[src/rtl/banco_wr_arbiter.sv]
// banco_wr_arbiter: round-robin arbiter for the register bank's single write port.
//
// Each requester i offers a write through a valid/ready handshake. One
// requester is granted per cycle, combinationally. The scan starts at a
// rotating priority pointer and wraps around. The winner's pointer and data
// are registered, so the write reaches the bank one cycle after the grant.
//
// Ports:
//   clk        rising-edge clock
//   rst        asynchronous reset, active low
//   req_valid  [NREQ]             requester i has a pending write
//   req_ptr    [NREQ*$clog2(N)]   flattened destination pointers, slice i
//   req_data   [NREQ*Bits]        flattened write data, slice i
//   req_ready  [NREQ]             one-hot (or zero) combinational grant
//   wr_stall   blocks all new grants while high
//   wr_en      registered write enable to the bank
//   ptr_wr     registered destination pointer
//   data_wr    registered write data
//   wr_src     index of the requester that owns the current write
//   busy       some valid requester is left unserved this cycle
//
// Optional build macro ZERO_REG_DISCARD_EN: when defined, grants that target
// pointer 0 are still consumed, but they never raise wr_en. As a result,
// register x0 is never written.
module banco_wr_arbiter #(
    parameter int N    = 32,
    parameter int Bits = 64,
    parameter int NREQ = 3
) (
    input  logic                        clk,
    input  logic                        rst,
    input  logic [NREQ-1:0]             req_valid,
    input  logic [NREQ*$clog2(N)-1:0]   req_ptr,
    input  logic [NREQ*Bits-1:0]        req_data,
    output logic [NREQ-1:0]             req_ready,
    input  logic                        wr_stall,
    output logic                        wr_en,
    output logic [$clog2(N)-1:0]        ptr_wr,
    output logic [Bits-1:0]             data_wr,
    output logic [$clog2(NREQ)-1:0]     wr_src,
    output logic                        busy
);
    localparam int PW = $clog2(N);
    localparam int SW = $clog2(NREQ);

    logic [SW-1:0]   prio_q, prio_d;
    logic [SW-1:0]   wr_src_q, wr_src_d;
    logic            wr_en_q, wr_en_d;
    logic [PW-1:0]   ptr_wr_q, ptr_wr_d;
    logic [Bits-1:0] data_wr_q, data_wr_d;
    logic            grant;
    int              gnt_i;
    int              idx;

    // Scan from prio upward, wrapping; the first valid requester wins.
    always_comb begin
        req_ready = '0;
        grant     = 1'b0;
        gnt_i     = 0;
        idx       = 0;
        for (int k = 0; k < NREQ; k++) begin
            idx = (int'(prio_q) + k) % NREQ;
            if (!grant && !wr_stall && req_valid[idx]) begin
                grant = 1'b1;
                gnt_i = idx;
            end
        end
        if (grant) req_ready[gnt_i] = 1'b1;
    end

    always_comb begin
        prio_d    = grant ? SW'((gnt_i + 1) % NREQ) : prio_q;
        wr_src_d  = grant ? SW'(gnt_i) : wr_src_q;
        ptr_wr_d  = grant ? req_ptr[gnt_i*PW +: PW] : ptr_wr_q;
        data_wr_d = grant ? req_data[gnt_i*Bits +: Bits] : data_wr_q;
`ifdef ZERO_REG_DISCARD_EN
        // A grant to x0 still uses up its cycle and advances priority, but no write is issued.
        wr_en_d   = grant && (ptr_wr_d != '0);
`else
        wr_en_d   = grant;
`endif
    end

    always_ff @(posedge clk or negedge rst) begin
        if (!rst) begin
            prio_q    <= '0;
            wr_src_q  <= '0;
            wr_en_q   <= 1'b0;
            ptr_wr_q  <= '0;
            data_wr_q <= '0;
        end else begin
            prio_q    <= prio_d;
            wr_src_q  <= wr_src_d;
            wr_en_q   <= wr_en_d;
            ptr_wr_q  <= ptr_wr_d;
            data_wr_q <= data_wr_d;
        end
    end

    assign wr_en   = wr_en_q;
    assign ptr_wr  = ptr_wr_q;
    assign data_wr = data_wr_q;
    assign wr_src  = wr_src_q;
    assign busy    = |(req_valid & ~req_ready);
endmodule

[config.mk]
export PLATFORM = sky130hd
export DESIGN_NAME = banco_wr_arbiter
export DESIGN_NICKNAME = d
export VERILOG_FILES = /design/src/rtl/banco_wr_arbiter.sv
export SDC_FILE = /design/constraint.sdc
export NUM_CORES = 1
export LEC_CHECK = 0
export ABC_AREA = 1
export BUFFER_PORTS_ARGS = -buffer_cell sky130_fd_sc_hd__buf_2
export CELL_PAD_IN_SITES_DETAIL_PLACEMENT = 1
export CELL_PAD_IN_SITES_GLOBAL_PLACEMENT = 2
export CORE_MARGIN = 2
export CORE_UTILIZATION = 25
export CTS_CLUSTER_SIZE = 30
export DETAILED_ROUTE_END_ITERATION = 7
export MAX_ROUTING_LAYER = met4
export PLACE_DENSITY = 0.89
export REMOVE_ABC_BUFFERS = 1
export SLEW_MARGIN = 20
export SYNTH_ARGS = -nofsm -noshare
export SYNTH_HDL_FRONTEND = slang
export SYNTH_SLANG_ARGS = --single-unit
[constraint.sdc]
create_clock -name clk -period 8.74 [get_ports clk]
set_input_delay 0.437 -clock clk [delete_from_list [all_inputs] [get_ports clk]]
set_output_delay 0.437 -clock clk [all_outputs]
set_load 0.1 [all_outputs]
==> results by group, run 1 <==
Floorplanning
  • Core region area: 23330 um2
  • Starting Density: 25.31%
  • I/O pin count: 289
  • Die Area: 24860 um2
  • Die height: 157.7 um
  • FP Rows: 56
  • Chip width: approximately 160 um

Detailed routing
  • Final wirelength: roughly 23000 um
  • Starting DRT DRC Count: 299
  • DR vias: about 7000
  • Average wire per standard cell: around 16 um
  • Residual DRC: 0
  • Vias per cell: ~4.7
  • Pre-antenna DRT Iters: 4
  • DRT antenna net count: 0

Timing
  • Slew HR: 33.98%
  • Setup Viol. Count Final: 0
  • Hold Fails Final Rpt: 0
  • Setup TNS: 0 ps
  • Layout Skew: 6.276 ps
  • Setup WS post-layout: 2897 ps
  • Min Tclk post-route: roughly 5800 ps
  • Max-slew violation count: 0
  • Worst-Margin Slew: slightly below 1000 ps
  • Hold_ws: about 250 ps
  • RSZ-0062 raised after global routing: false
  • Max Fclk: around 0.17 GHz
  • Fin crit share: 66.86%

Worst setup path
  • WP data arrival: 6070 ps
  • Crit end category: flip-flop
  • Slowest stage delay, CP: 600 ps
  • Cell with the most instances on the worst path: nand2_1
  • Worst path bufs/invs: 8
  • CP max FO: 82
  • Critical Path RT: between 8000 and 9000 ps
  • CP max stage cell: buf_4
  • Delay-heaviest family, CP: simple AND/OR/NAND/NOR gates
  • Critical path class: flip-flop to flip-flop
  • Startpoint types: flip-flop

GRT
  • First-pass GRT wire length: 36490 um
  • Gr ovfl total: 0
  • Initial antenna violation count: 0
  • Pin count of the biggest net entering global routing: 85
  • GRT Overall Usage: approximately a fifth
  • Vias in the first global route: 7109

Finish
  • Area Growth Syn to Fin: 34.16%
  • Multi-input gate area: 3613 um2
  • Commonest non-fill, non-tap cell in the layout: nand2_1
  • Commonest non-fill, non-tap cells in the layout: nand2_1, buf_2, o21ai_0, nand3_1, nor2_1
  • # diodes: 0
  • Share of cells above drive strength 1: approximately 31%
  • Total area of sequential cells: 1852 um2
  • Nets: 1398
  • Cell area after layout: approximately 8000 um2
  • FILL cells: 3105

Synthesis
  • Ys async rst share: 100.0%
  • Post-synth EDFFs: 0
  • Yosys warning total: 0
  • Synth Cell Area: 5904 um2
  • Sequential-to-total area share from yosys stat: between 30% and 40%
  • Cell count after synthesis: 916
  • Most common flop cell mapped by yosys: dfrtp_1
  • Syn avg cell area: 6.446 um2
  • Post-synth cell types: 46
  • Yosys reg bits: between 70 and 80

Clock tree
  • Hold_buf cts: 0
  • Post-CTS setup buffer count: 0
  • Clk sinks: 74
  • H-tree levels: 3
  • CTS resizes: 0
  • Clock root buffer: clkbuf_16
  • Worst skew pair latency: about 340 ps
  • Longest Clk Path Bufs: 2
  • Cts bufs inserted: 9
  • Reg clk slew, reported paths: approximately 70 ps
  • CTS tree: done

Status
  • Status: complete, no violations

Hold path
  • HP Class: primary input to asynchronous set/reset pin

Run
  • Max_cap viols: 0

Place
  • DPL Wire Length: 17250 um
  • Number of port buffers: around 290
  • Placed Area: 7559 um2
  • Place WS: 2836 ps
  • Placer Congestion: approximately 0.8
## worst paths after layout
kind	from	slack [ps]	cells after the start	end
worst max register to register	prio_q[1]	2900	32	prio_q[1]
worst max-delay path	prio_q[1]	2900	32	prio_q[1]
min in group clk	req_data[182]	430	5	data_wr[54]
worst min-delay path	rst	250	1	data_wr[47]
max in group asynchronous	rst	7840	1	data_wr[21]
worst min register to register	data_wr[50]	470	2	data_wr[50]
## cell usage after synthesis, drive strengths merged, types with 4 or more instances
| master | number | area share [%] |
|---|---|---|
| dfrtp | 74 | 31 |
| o21ai | 154 | 13 |
| a21oi | 10 | 0.91 |
| buf | 12 | 1.3 |
| clkbuf | 46 | 3.1 |
| nor2 | 98 | 6.8 |
| a31oi | 4 | 0.42 |
| nand3 | 100 | 8.8 |
| nand2 | 310 | 21 |
| inv | 50 | 3.2 |
| ha | 21 | 4.5 |
| xor2 | 4 | 0.59 |
| nand4 | 11 | 1.6 |
## state kept, by name, summed over array words and instances (netlist names)
register,count
data_wr,64
prio_q,2
wr_src,2
wr_en,1
ptr_wr,5
## through the flow
stage | util [%] | std cells
floorplan | - | 857
global placement | 32.39 | 1471
detailed placement | 32.39 | 1471
CTS | 33.95 | 1486
global route | 33.95 | 1486
finish | 33.95 | 1486
## metal layers
| metal | vias up | share of wire, % | global-route usage, % |
|---|---|---|---|
| met5 | - | 0 | - |
| li1 | 3485 | - | - |
| met4 | 0 | 1.7 | 5.281 |
| met2 | 205 | 50 | 33.08 |
| met3 | 29 | 5.2 | 3.449 |
| met1 | 3299 | 43 | 22.72 |
## area by class of cell
class / count / share of cell area, %
well taps: 319 / 5.039
clock buffers: 9 / 2.843
clock inverters: 6 / 1.737
multi-input cells: 731 / 45.62
repair buffers: 295 / 18.89
inverters: 52 / 2.496
flip-flops and latches: 74 / 23.38
## cells by family (layout without fill, tap and decap cells)
family,Yosys count,after routing,synth area share (%)
xor gates and xnor gates,4,4,0.5933
AOI/OAI and AO/OA,181,181,16.61
buffers and inverters,111,362,7.968
and+or+nand+nor,524,524,38.67
adders and majority gates,22,22,4.789
DFF,74,74,31.36
Power of run 1 is left out: the tool's default activity adds up to more than one toggle a clock period on the data nets, which glitch-free logic cannot reach.
==> run 2, diff against run 1 <==
--- a/config.mk
+++ b/config.mk
@@ -5,16 +5,16 @@
 export SDC_FILE = /design/constraint.sdc
 export NUM_CORES = 1
 export LEC_CHECK = 0
-export ABC_AREA = 1
+export ABC_AREA = 0
 export BUFFER_PORTS_ARGS = -buffer_cell sky130_fd_sc_hd__buf_2
 export CELL_PAD_IN_SITES_DETAIL_PLACEMENT = 1
 export CELL_PAD_IN_SITES_GLOBAL_PLACEMENT = 2
 export CORE_MARGIN = 2
-export CORE_UTILIZATION = 25
+export CORE_UTILIZATION = 22
 export CTS_CLUSTER_SIZE = 30
 export DETAILED_ROUTE_END_ITERATION = 7
 export MAX_ROUTING_LAYER = met4
-export PLACE_DENSITY = 0.89
+export PLACE_DENSITY = 0.78
 export REMOVE_ABC_BUFFERS = 1
 export SLEW_MARGIN = 20
 export SYNTH_ARGS = -nofsm -noshare
==> constraint.sdc (replaced) <==
create_clock -name clk -period 4.92 [get_ports clk]
set_input_delay 0.246 -clock clk [delete_from_list [all_inputs] [get_ports clk]]
set_output_delay 0.246 -clock clk [all_outputs]
set_load 0.1 [all_outputs]
==> results by group, run 2 <==
Synthesis
  • Top post-synthesis cells by area: dfrtp_1, o221ai_1, o31ai_1, nand2_1, nor2_1
  • Post-synth cell types: 77
  • Yosys warning total: 0
  • Sequential-to-total area share from yosys stat: around a third
  • Area leader, netlist: dfrtp_1
  • Top-count cell post-synth: nand2_1
  • Ys async rst share: 100.0%
  • Synth Cell Area: 5429 um2
  • Post-synth top cells: nand2_1, nor2_1, dfrtp_1, o221ai_1, o31ai_1
  • Yosys top cell area share: 34.11%
  • Post-synth EDFFs: 0
  • Most common flop cell mapped by yosys: dfrtp_1
  • Cell count after synthesis: 630
  • Syn avg cell area: 8.617 um2
  • Yosys reg bits: 74

Timing
  • Worst-Margin Slew: 1014 ps
  • Setup WS post-layout: -87.83 ps
  • Min Tclk post-route: 5008 ps
  • Max-slew violation count: 0
  • Slew HR: 32.42%
  • Setup Viol. Count Final: 2
  • Max Fclk: ~0.20 GHz
  • RSZ-0062 raised after global routing: true
  • Hold Fails Final Rpt: 0
  • Fin crit share: 101.8%
  • Layout Skew: 7.383 ps

GRT
  • GRT Overall Usage: 18.63%
  • First-pass GRT wire length: 37210 um
  • Pin count of the biggest net entering global routing: 83
  • Gr ovfl total: 0
  • Initial antenna violation count: 2
  • Vias in the first global route: 6461

Status
  • Status: finished, violations left
  • Violated checks: negative setup slack

Worst setup path
  • R2R setup slack: -90 ps
  • CP max FO: 3
  • Startpoint types: flip-flop
  • Start point of the critical path: prio_q[0]
  • Critical Path RT: approximately 5200 ps
  • Crit end category: flip-flop
  • Critical path class: flip-flop to flip-flop
  • Reg2reg end: prio_q[0]
  • Cells on worst reg2reg path: 27
  • Worst r2r src: prio_q[0]
  • WP data arrival: 5240 ps

Place
  • # placed instances: 1243
  • DPL Wire Length: around 18000 um
  • Placer Congestion: between 0.8 and 0.9
  • Number of port buffers: around 290

Clock tree
  • Reg clk slew, reported paths: 60 ps
  • Worst skew pair latency: about 330 ps
  • H-tree levels: 3
  • Longest Clk Path Bufs: 2
  • Clock root buffer: clkbuf_16
  • Cts bufs inserted: 9
  • Clk sinks: 74
  • CTS tree: done

Floorplanning
  • Starting Density: around 22%
  • Chip width: 161.1 um
  • Die height: about 160 um
  • Die Area: 25950 um2
  • I/O pin count: 289
  • FP Rows: 57
  • Core region area: 24250 um2

Detailed routing
  • Pre-antenna DRT Iters: 5
  • DR vias: 6188
  • Vias per cell: 4.846
  • DRT antenna net count: 0
  • Final wirelength: 24290 um
  • Average wire per standard cell: 19.02 um
  • Residual DRC: 0
  • Starting DRT DRC Count: 296

Hold path
  • Hold Startpoint: req_data[5]
  • HP Class: primary input to flip-flop
  • Hold EP: data_wr[5]
  • Hold Path Depth: 3

Run
  • Max_cap viols: 0

Finish
  • Commonest non-fill, non-tap cell in the layout: buf_2
  • FILL cells: 2955
  • Share of cells above drive strength 1: 44.69%
  • Nets: 1181
  • Commonest non-fill, non-tap cells in the layout: buf_2, nand2_1, nor2_1, dfrtp_1, buf_4
  • Util after Layout: 33.86%
  • Number of flip-flops in the largest register: 64
  • Area Growth Syn to Fin: 51.26%
  • Fin cells: 1277
[run 2: cell count changes after synthesis, moves of 18 or more]
cell	before	now
nand2_1	293	93
o21ai_0	151	8
nand3_1	96	7
o221ai_1	1	65
o31ai_1	2	65
inv_1	46	20
mux2i_1	0	18
[run 2: worst max-delay path by stage]
stage / to / slack [ps] / depth (start not counted)
detailed placement: prio_q[0] / -490 / 25
CTS: prio_q[0] / 10 / 26
floorplan: busy / -4780 / 9
finish: prio_q[0] / -90 / 27
global route: prio_q[1] / -300 / 26
global placement: prio_q[0] / -250 / 25
[run 2: logic make-up (layout without fill, tap and decap cells)]
| group | after synthesis | count (layout) | share of synthesized area [%] |
|---|---|---|---|
| AO/OA/AOI/OAI | 205 | 205 | 30.15 |
| XOR/XNOR | 9 | 9 | 1.798 |
| adder cells (fa/ha/maj) | 22 | 22 | 5.209 |
| buffers and inverters | 74 | 395 | 5.485 |
| flip-flops | 74 | 74 | 34.11 |
| multiplexers | 24 | 24 | 5.047 |
| other | 0 | 2 | 0 |
| AND/OR/NAND/NOR | 222 | 222 | 18.21 |
[run 2: routing by layer]
layer	vias to the layer above	wire length (um)	GRT usage, %
met5	-	0	-
met4	0	276	4.302
met3	15	1171	2.671
met2	192	12510	33.11
met1	2960	10330	22.34
li1	3021	-	-
[run 2: critical path: stages, from the launching register on]
cell      delay (ps)
dfrtp_2          450
buf_6            140
ha_4             160
buf_4            150
nor2_4           100
a22oi_2          100
buf_4            150
o31a_1           330
o22ai_4          190
ha_4             250
o21ai_4           80
o21ai_2          110
xnor2_2          200
ha_4             190
a31oi_4          180
o41ai_4          120
xor2_1           170
ha_2             230
or2_4            240
o31ai_4           70
nand3_1          130
xnor2_1          160
ha_2             180
nor2_1            90
o31a_1           150
a22oi_2          100
or4_1            410
o221ai_1          80
[run 2: repair_timing]
| action | CTS | global route |
|---|---|---|
| setup buffers | 12 | 3 |
| gates resized for setup | 29 | 15 |
| pin swaps | 14 | 20 |
| hold endpoints to repair | 21 | 0 |
| hold buffers | 1 | 0 |
| setup endpoints to repair | 3 | 7 |
[run 2: cell type report]
class / instances / area (um2) / share of cell area [%]
multi-input cells: 482 / 3506 / 42.69
repair buffers: 357 / 1991 / 24.24
flip-flops and latches: 74 / 1853 / 22.57
well taps: 324 / 405.4 / 4.937
clock buffers: 10 / 229.0 / 2.788
clock inverters: 6 / 137.6 / 1.676
inverters: 22 / 85.08 / 1.036
diodes: 2 / 5.005 / 0.06095
[run 2: metrics by stage]
stage / instance area [um2] / hold slack [ps] / TNS, ps / worst slack, ps
floorplan: 5214 / -49.59 / -158300 / -4775
global placement: 7497 / 164.6 / -396.1 / -253.7
detailed placement: 7497 / 167.2 / -902.9 / -487.7
CTS: 8102 / 187.1 / 0 / 11.62
global route: 8212 / 206.5 / -788.4 / -300.7
finish: 8212 / 202.3 / -146.0 / -87.83
Power of run 2 is left out for the same reason.
==> run 3, diff against run 2 <==
--- a/config.mk
+++ b/config.mk
@@ -7,14 +7,13 @@
 export LEC_CHECK = 0
 export ABC_AREA = 0
 export BUFFER_PORTS_ARGS = -buffer_cell sky130_fd_sc_hd__buf_2
-export CELL_PAD_IN_SITES_DETAIL_PLACEMENT = 1
-export CELL_PAD_IN_SITES_GLOBAL_PLACEMENT = 2
+export CAP_MARGIN = 20
 export CORE_MARGIN = 2
-export CORE_UTILIZATION = 22
+export CORE_UTILIZATION = 30
 export CTS_CLUSTER_SIZE = 30
 export DETAILED_ROUTE_END_ITERATION = 7
 export MAX_ROUTING_LAYER = met4
-export PLACE_DENSITY = 0.78
+export PLACE_DENSITY = 0.61
 export REMOVE_ABC_BUFFERS = 1
 export SLEW_MARGIN = 20
 export SYNTH_ARGS = -nofsm -noshare
==> results by group, run 3 (synthesized netlist as in run 2, its figures left out) <==
Status
  • Status: complete, no violations

Timing
  • Hold Fails Final Rpt: 0
  • RSZ-0062 raised after global routing: true
  • Worst-Margin Slew: 885.5 ps
  • Max-slew violation count: 0
  • Min Tclk post-route: between 4000 and 5000 ps
  • Max Fclk: around 0.20 GHz
  • Layout Skew: 9.377 ps
  • Slew HR: 40.97%
  • Setup Viol. Count Final: 0
  • Fin crit share: 99.87%
  • Hold_ws: around 190 ps
  • Setup TNS: 0 ps

Floorplanning
  • FP Rows: 49
  • Core region area: ~18000 um2
  • I/O pin count: between 200 and 300
  • Die height: 138.5 um
  • Starting Density: just over 30%
  • Die Area: ~19000 um2
  • Chip width: 138.5 um

Finish
  • Nets: 1178
  • Share of cells above drive strength 1: 45.99%
  • Area Growth Syn to Fin: 49.30%
  • Fin cells: ~1200
  • Commonest non-fill, non-tap cells in the layout: buf_2, nand2_1, nor2_1, dfrtp_1
  • Commonest non-fill, non-tap cell in the layout: buf_2
  • Util after Layout: 45.43%
  • Number of flip-flops in the largest register: 64

Detailed routing
  • Residual DRC: 0
  • DRT antenna net count: 0
  • Pre-antenna DRT Iters: 4
  • DR vias: 6123
  • Starting DRT DRC Count: around 290
  • Vias per cell: ~5.2
  • Average wire per standard cell: approximately 17 um
  • Final wirelength: 20600 um

GRT
  • Pin count of the biggest net entering global routing: 143
  • First-pass GRT wire length: 32360 um
  • Initial antenna violation count: 5
  • Gr ovfl total: 0
  • Vias in the first global route: around 5900
  • GRT Overall Usage: between 20% and 30%

Place
  • Placer Congestion: roughly 0.91
  • # placed instances: 1143
  • DPL Wire Length: around 15000 um
  • Number of port buffers: 288

Clock tree
  • Cts bufs inserted: 9
  • Worst skew pair latency: between 300 and 400 ps
  • Clk sinks: 74
  • CTS tree: done
  • Clock root buffer: clkbuf_16
  • H-tree levels: 3
  • Longest Clk Path Bufs: 2
  • Reg clk slew, reported paths: 70 ps

Worst setup path
  • Critical path class: flip-flop to flip-flop
  • Startpoint types: flip-flop
  • Critical Path RT: around 5200 ps
  • Crit end category: flip-flop
  • Slowest stage delay, CP: roughly 540 ps
  • CP max stage cell: or4_4
  • WP data arrival: 5160 ps
  • CP max FO: 3
  • CP cell instances: inv_2 > buf_6 > ha_4 > nand3b_1 > ha_2 > mux2_4 > or4_4 > a21oi_4 > xnor2_4 > ha_4 > a31oi_4 > o41ai_4 > xor2_1 > ha_2 > or2_4 > o31ai_4 > nand3_1 > xnor2_1 > ha_2 > nor2_1 > o31a_1 > a22oi_2 > or4_4 > o221ai_2
  • Cell with the most instances on the worst path: ha_2

Hold path
  • HP Class: primary input to flip-flop

Run
  • Max_cap viols: 0
==> run 3: changes by cell type in the layout (fill, tap and decap cells not counted), sizes merged <==
cell,delta
buf,-3
bufinv,-3
diode,+3
clkinvlp,+2
inv,+1
==> run 3: area by class of cell <==
cell class,instances,area (um2)
repair buffers,354,2006
fillers,1800,9736
inverters,22,85.08
multi-input cells,482,3550
diodes,5,12.51
well taps,229,286.5
clock buffers,10,239.0
clock inverters,6,73.82
flip-flops and latches,74,1853
==> run 3: per-layer routing <==
layer | share of wire [%] | GRT usage (%)
met3 | 5.3 | 4.641
met4 | 2.5 | 7.895
met2 | 48 | 33.74
met5 | 0 | -
met1 | 44 | 27.53
==> run 3: path summary, 6_finish.rpt <==
kind | from | cells after the start | slack, ps | end
setup / recovery | prio_q[1] | 24 | 7 | prio_q[0]
hold / removal | req_data[35] | 3 | 190 | data_wr[35]
setup reg to reg | prio_q[1] | 24 | 7 | prio_q[0]
hold reg to reg | data_wr[19] | 2 | 470 | data_wr[19]
max in group asynchronous | rst | 3 | 3900 | prio_q[0]
min in group asynchronous | rst | 2 | 410 | data_wr[17]
==> run 3: metrics by stage <==
step | area (um2) | worst slack, ps
5_1_grt | 8105 | -172.1
4_1_cts | 7866 | -20.30
3_3_place_gp | 7366 | -214.7
2_1_floorplan | 5214 | -4775
3_5_place_dp | 7366 | -326.6
6_report | 8105 | 6.572
==> run 3: what timing repair did <==
item / CTS / global route
pin swaps: 13 / 14
resized for setup: 25 / 31
setup buffers: 8 / 9
setup endpoints to repair: 2 / 4
hold buffers: 0 / 1
hold endpoints to repair: 0 / 34
==> run 3: worst max-delay path: cells and delay by family (launching register included) <==
family,cells,cell delay [ps]
xor+xnor,3,430
fa+ha+maj,5,980
buf+inv,2,230
mux,1,280
simple gates,6,1610
flops,1,390
compound gates,7,900
Power of run 3 is left out for the same reason.
